==> src/rtl/mem_responder.sv <==
// mem_responder: strobe-driven memory responder with a side-band loader port.
// Define MEM_CLEAR_EN to zero the whole array after every reset (busy during the walk).
module mem_responder #(
    parameter int AWIDTH = 5,
    parameter int DWIDTH = 8
) (
    input  logic              clk,
    input  logic              rst_n,
    input  logic [AWIDTH-1:0] addr,
    input  logic              rd,
    input  logic              wr,
    input  logic              data_e,
    input  logic [DWIDTH-1:0] wdata,
    output logic [DWIDTH-1:0] rdata,
    output logic              rvalid,
    output logic              bus_err,
    input  logic              ld_valid,
    input  logic [AWIDTH-1:0] ld_addr,
    input  logic [DWIDTH-1:0] ld_data,
    output logic              ld_ready,
    output logic              busy
);
    typedef enum logic [1:0] {IDLE, READ, WARM, COMMIT} state_t;
    state_t state_q;
    logic [DWIDTH-1:0] mem [2**AWIDTH];
    logic [AWIDTH-1:0] waddr_q, clr_addr, wa;
    logic [DWIDTH-1:0] wdata_q, wd, rd_word, rdata_q;
    logic rvalid_q, bus_err_q, we, clearing;
`ifdef MEM_CLEAR_EN
    logic busy_q;
    logic [AWIDTH-1:0] clr_q;
    always_ff @(posedge clk) begin
        if (!rst_n) begin
            busy_q <= 1'b1;
            clr_q  <= '0;
        end else if (busy_q) begin
            clr_q  <= clr_q + 1'b1;
            busy_q <= clr_q != '1;
        end
    end
    assign clearing = busy_q;
    assign clr_addr = clr_q;
`else
    assign clearing = 1'b0;
    assign clr_addr = '0;
`endif
    assign busy     = clearing;
    assign rdata    = rdata_q;
    assign rvalid   = rvalid_q;
    assign bus_err  = bus_err_q;
    assign ld_ready = rst_n && state_q == IDLE && !rd && !wr && !clearing;
    assign we       = clearing || (rst_n && (state_q == COMMIT || (ld_valid && ld_ready)));
    assign wa       = clearing ? clr_addr : state_q == COMMIT ? waddr_q : ld_addr;
    assign wd       = clearing ? '0 : state_q == COMMIT ? wdata_q : ld_data;
    // a read landing on the commit cycle sees the word being written
    assign rd_word  = (state_q == COMMIT && addr == waddr_q) ? wdata_q : mem[addr];
    always_ff @(posedge clk) begin
        if (we) mem[wa] <= wd;
    end
    always_ff @(posedge clk) begin
        if (!rst_n) begin
            state_q   <= IDLE;
            rdata_q   <= '0;
            rvalid_q  <= 1'b0;
            bus_err_q <= 1'b0;
            waddr_q   <= '0;
            wdata_q   <= '0;
        end else if (clearing) begin
            rvalid_q <= 1'b0;
            if (rd || wr) bus_err_q <= 1'b1;
        end else if (state_q == WARM) begin
            rvalid_q <= 1'b0;
            if (rd || (wr && !data_e)) begin
                bus_err_q <= 1'b1;
                state_q   <= IDLE;
            end else if (wr) begin
                waddr_q <= addr;
                wdata_q <= wdata;
            end else begin
                state_q <= COMMIT;
            end
        end else begin
            rvalid_q <= rd && !wr;
            if (rd && wr) begin
                bus_err_q <= 1'b1;
                state_q   <= IDLE;
            end else if (rd) begin
                rdata_q <= rd_word;
                state_q <= READ;
            end else if (wr && !data_e) begin
                bus_err_q <= 1'b1;
                state_q   <= IDLE;
            end else if (wr) begin
                waddr_q <= addr;
                wdata_q <= wdata;
                state_q <= WARM;
            end else begin
                state_q <= IDLE;
            end
        end
    end
endmodule

==> config.mk <==
export PLATFORM = sky130hd
export DESIGN_NAME = mem_responder
export DESIGN_NICKNAME = d
export VERILOG_FILES = /design/src/rtl/mem_responder.sv
export SDC_FILE = /design/constraint.sdc
export NUM_CORES = 1
export LEC_CHECK = 0
export ABC_AREA = 0
export CAP_MARGIN = 20
export CORE_MARGIN = 3
export CORE_UTILIZATION = 30
export CTS_CLUSTER_DIAMETER = 200
export DETAILED_ROUTE_END_ITERATION = 8
export HOLD_SLACK_MARGIN = 0.02
export MAX_ROUTING_LAYER = met4
export PLACE_DENSITY = 0.47
export SLEW_MARGIN = 20
export SYNTH_ARGS = -nofsm -noshare
export SYNTH_HDL_FRONTEND = slang
export SYNTH_SLANG_ARGS = --single-unit
==> constraint.sdc <==
create_clock -name clk -period 3.6 [get_ports clk]
set_input_delay 0.9 -clock clk [delete_from_list [all_inputs] [get_ports clk]]
set_output_delay 0.9 -clock clk [all_outputs]
set_load 0.01 [all_outputs]
* After elaboration in Yosys (flattened, before gate mapping) *
Memories as Yosys holds them, arrays and structs flattened. A register that Yosys moved wholly into a read port is not among the register bits.
Index checks and enable logic that the tools add are counted.

cells by class
  equal/unequal tests = 9
  multiplexer cells = 28
  bitwise logic cells = 3
  reduce and logical (&&, ||, !) cells = 20

operator list
  operator                                                number
  2-to-1 mux 8 bit                                        7
  2-to-1 mux 5 bit                                        7
  2-to-1 mux 2 bit                                        7
  logical AND 1 bit                                       8
  2-to-1 mux 1 bit                                        7
  inequality test 2 bit (second input constant)           3
  AND reduction 3 bit                                     2
  equality test 2 bit (second input constant)             2
  logical NOT 1 bit                                       4
  inequality test 2 x 1 -> 1 bit (second input constant)  2
  AND reduction 4 bit                                     1
  inequality test 3 x 1 -> 1 bit (second input constant)  1
  inequality test 3 x 2 -> 1 bit (second input constant)  1
  inverter 1 bit                                          3
  nonzero test 3 bit                                      1
  logical NOT 2 bit                                       1
  logical OR 1 bit                                        2
  OR reduction 2 bit                                      1

word-level totals
  register bits after elaboration = 17
  memory bits (writable) = 256
  input bits = 32
  output and inout bits = 12
  word-level logic and storage cells = 66
  memories = 1

memory list
  memory  depth  bits a word  read ports  clocked after memory_dff  write ports  line  source
  mem     32     8            1           1                         1            25    logic [DWIDTH-1:0] mem [2**AWIDTH];

* Longest topological paths before layout *
  word-level depth = 9
  depth in mapped cells = 9
  depth with buffers taken out = 6

* Worst setup path after synthesis *
No wires, ideal clock.

  kind = input to register
  start point = input port rd
  end point = memory mem[13][0] (enable)
  setup time = 370 ps
  arrival = 2039 ps
  required time = 3230 ps
  path slack = 1191 ps
  stages on the path = 5
  buffers on the path = 1
  path through = buf_2 nor3_1 a32o_1 o21ai_1 nor2_1

on the way
  longest elaborated chain between the ends = 8

RTL lines
  what                                    line  source
  start, declared                         10    input logic rd,
  logical NOT 1 bit                       51    assign ld_ready = rst_n && state_q == IDLE && !rd && !wr && !clearing;
  logical AND 1 bit (2 in a row)          51
  logical AND 1 bit                       52    assign we = clearing || (rst_n && (state_q == COMMIT || (ld_valid && ld_ready)));
  logical OR 1 bit                        52
  logical AND 1 bit                       52
  2-to-1 mux 1 bit                        58    if (we) mem[wa] <= wd;
  2-to-1 mux 1 bit (implied by the code)  58
  end, declared                           25

Every way passes these cells.

* Worst setup path in the final report *
  start point = input port wr
  end point = output port ld_ready

on the way
  longest elaborated chain between the ends = 2

RTL lines
  what               line  source
  start, declared    11    input logic wr,
  logical NOT 1 bit  51
  logical AND 1 bit  51
  end, declared      20    output logic ld_ready,

Every way passes these cells.

==> impl_results.md <==
- Cells after Synth: 765
- Worst-path clk slew: ~0.06 ns
- Die Wd: around 200 microns
- Placer Congestion: about 0.83
- N_diodes: 0
- GRT Util Overall: 15.2%
- Placed Instances: roughly 1.3k
- Post-synth cell types: 47
- DIE HEIGHT: approximately 200 microns
- DR WL met2: ~14000 microns
- Vias in the first global route: 6665
- RSZ-0062 raised after global routing: no
- Status: finished, final reports clean
- Grt ovf: 0
- Largest family of logic cells by synthesized area: multiplexers
- DRT met1 WL: 14400 microns
- Post-layout min period: around 3.2 ns
- # clock sinks: 281
- Setup Fix Bufs, Post-CTS: 0
- # DRC: 0
- Crit end category: primary output
- Top Metal Used: met4
- Fin. max-slew vios: 0
- Crit share post-route: between 80% and 90%
- Die area: 0.0411 sq mm
- Simple-gate share of the synthesized area: between 7 and 8%
- Fin Hold WS: 0.460 ns
- Fillers: approximately 3.6k
- Initial antenna violation count: 0
- Later-pin clock latency in the skew report: 0.55 ns
- Worst-margin pin slew: 1.07 ns
- Setup CP Type: in2out
- Clock buffer depth: 3
- Post-synth EDFFs: about 260
- Final worst slack: ~0.43 ns
- Final Non-Filler Cells: 1401
- Drt first pass iters: 5
- Place WS: between 0.4 and 0.5 ns
- Syn nets: roughly 800
- Largest net degree at the start of global routing: 49
- Top Ports: between 40 and 50
- Min-delay worst type: reg2reg
- First-pass GRT wire length: ~45000 microns
- Synth warn: 0
- Final core occ: approximately 37%
- Vias: 6697
- Root buf cell: clkbuf_16
- Rows: 71
- Pwr dens: 496 mW/mm^2
- Slew headroom: approximately 28%
- VDD IR-drop max: roughly 0.32 mV
- Avg Cell Area, Syn: around 15 sq um
- Final hold vios: 0
- Ys async rst share: 0%
- Routed Antenna Nets: 0
- Main synth FF type: edfxtp_1
- Post-CTS sizing: 0
- WL final: roughly 30000 microns
- DR WL met3: roughly 1500 microns
- Critical Path Fanout Max: 5
- Setup violators final: 0
- #FFs+latches synth: 281
- TritonCTS Buffers: 30
- Achievable frequency: 0.315 GHz
- Multi-input logic area: between 0.003 and 0.004 sq mm
- Via density: 4.78
- Core Region: around 0.038 sq mm
- Startpoint Class: input pin
- MaxCap Viol Count: 0
- Skew final: ~0.0075 ns
- Share of cells above drive strength 1: between 10% and 20%
- Mux contribution to synthesized area: roughly 12%
- Setup TNS Final: 0 ns
- Dpl cell area: approximately 0.013 sq mm
- Sequential element share of the synthesized area: between 70% and 80%
- Fin area: roughly 0.014 sq mm
- Starting Density: between 30% and 40%
- Hold_buf cts: 0
- Final Power: around 6.9 mW
- Synth Area in Adders: 0%
- WP data arrival: between 2 and 2.5 ns
- Port Buffers: 42
- P&R area growth vs syn: 19.8%
- H-tree depth: 1
- TritonCTS clock tree: built
- LEAKAGE: around 4.8 nW
- Synth Cell Area: 0.0116 sq mm
- Post-Synth XOR/XNOR Area: less than 1%
- Data required time at the worst endpoint: roughly 2.7 ns
- Iteration-0 DRC Markers: ~600
- Nets: 900
- Compound-Gate Fraction of Synth Area: under 10%
- Routed len/inst: roughly 22 microns
- FF/Latch Area: ~0.0082 sq mm
- DP Wirelength: ~20000 microns
## Yosys cell counts, drive strengths merged (10+ instances only)
master	count	area share, %
nand4	10	0.54
mux4	10	1.9
a21boi	14	0.91
nand2	99	3.2
edfxtp	256	66
o22ai	10	0.54
a22oi	35	2.3
nand3	11	0.47
mux2	21	2.1
mux2i	95	8.2
buf	37	1.9
nor2	39	1.3
dfxtp	25	4.3
a21oi	17	0.73
o21ai	24	1.1
## path summary, 6_finish.rpt
kind	startpoint	to	slack, ns	cells after the start
min	wdata_q[0]$_SDFFE_PN0P_	wdata_q[0]$_SDFFE_PN0P_	0.46	2
min reg2reg	wdata_q[0]$_SDFFE_PN0P_	wdata_q[0]$_SDFFE_PN0P_	0.46	2
max	wr	ld_ready	0.43	4
max reg2reg	state_q[1]$_SDFFE_PN0P_	mem[24][7]$_DFFE_PP_	1.07	5
## cell families after synthesis
kind of cell              after synthesis
AOI/OAI and AO/OA                     116
xor gates and xnor gates                7
buffers and inverters                  42
DFF                                   281
muxes                                 126
other                                   1
and+or+nand+nor                       192
## critical path, cell delays in order
cell             delay (ns)
clkdlybuf4s50_1        0.47
nor2b_1                0.21
and2_1                 0.16
clkdlybuf4s50_1        0.53
## cell usage in the layout (no fill, tap or decap), types with 8 or more instances in the layout
cell type / n
a21boi_0: 13
a21oi_1: 17
a22oi_1: 35
buf_4: 68
clkbuf_1: 8
clkbuf_16: 31
clkdlybuf4s50_1: 40
dfxtp_1: 25
edfxtp_1: 256
mux2_2: 20
mux2i_1: 95
mux4_2: 10
nand2_1: 97
nand3_1: 11
nand4_1: 10
nor2_1: 38
o21ai_0: 16
o22ai_1: 10
## cell type report
class                      count  share of cell area [%]
clock buffer                  39                    5.80
timing repair buffer         112                    7.13
sequential                   281                    58.9
inverter                       1                  0.0270
multi-input combinational    442                    22.8
tap                          511                    4.60
clock inverter                15                   0.720
## where the power goes
group | internal (mW) | switching, mW
sequential | 3.58 | 0.0139
combinational | 0.177 | 0.262
clock | 1.64 | 1.23
total | 5.39 | 1.50
## state kept, by name (all words and copies together) (netlist names)
name	flops
wdata_q	8
mem	256
waddr_q	5
rdata	8
bus_err	1
rvalid	1
state_q	2
## metal layers
| metal | up-vias | global-route usage [%] |
|---|---|---|
| li1 | 3138 | - |
| met1 | 3349 | 21.2 |
| met2 | 163 | 23.7 |
| met3 | 47 | 2.21 |
| met4 | 0 | 3.44 |
| met5 | - | - |
(Power assumes the default switching activity.)
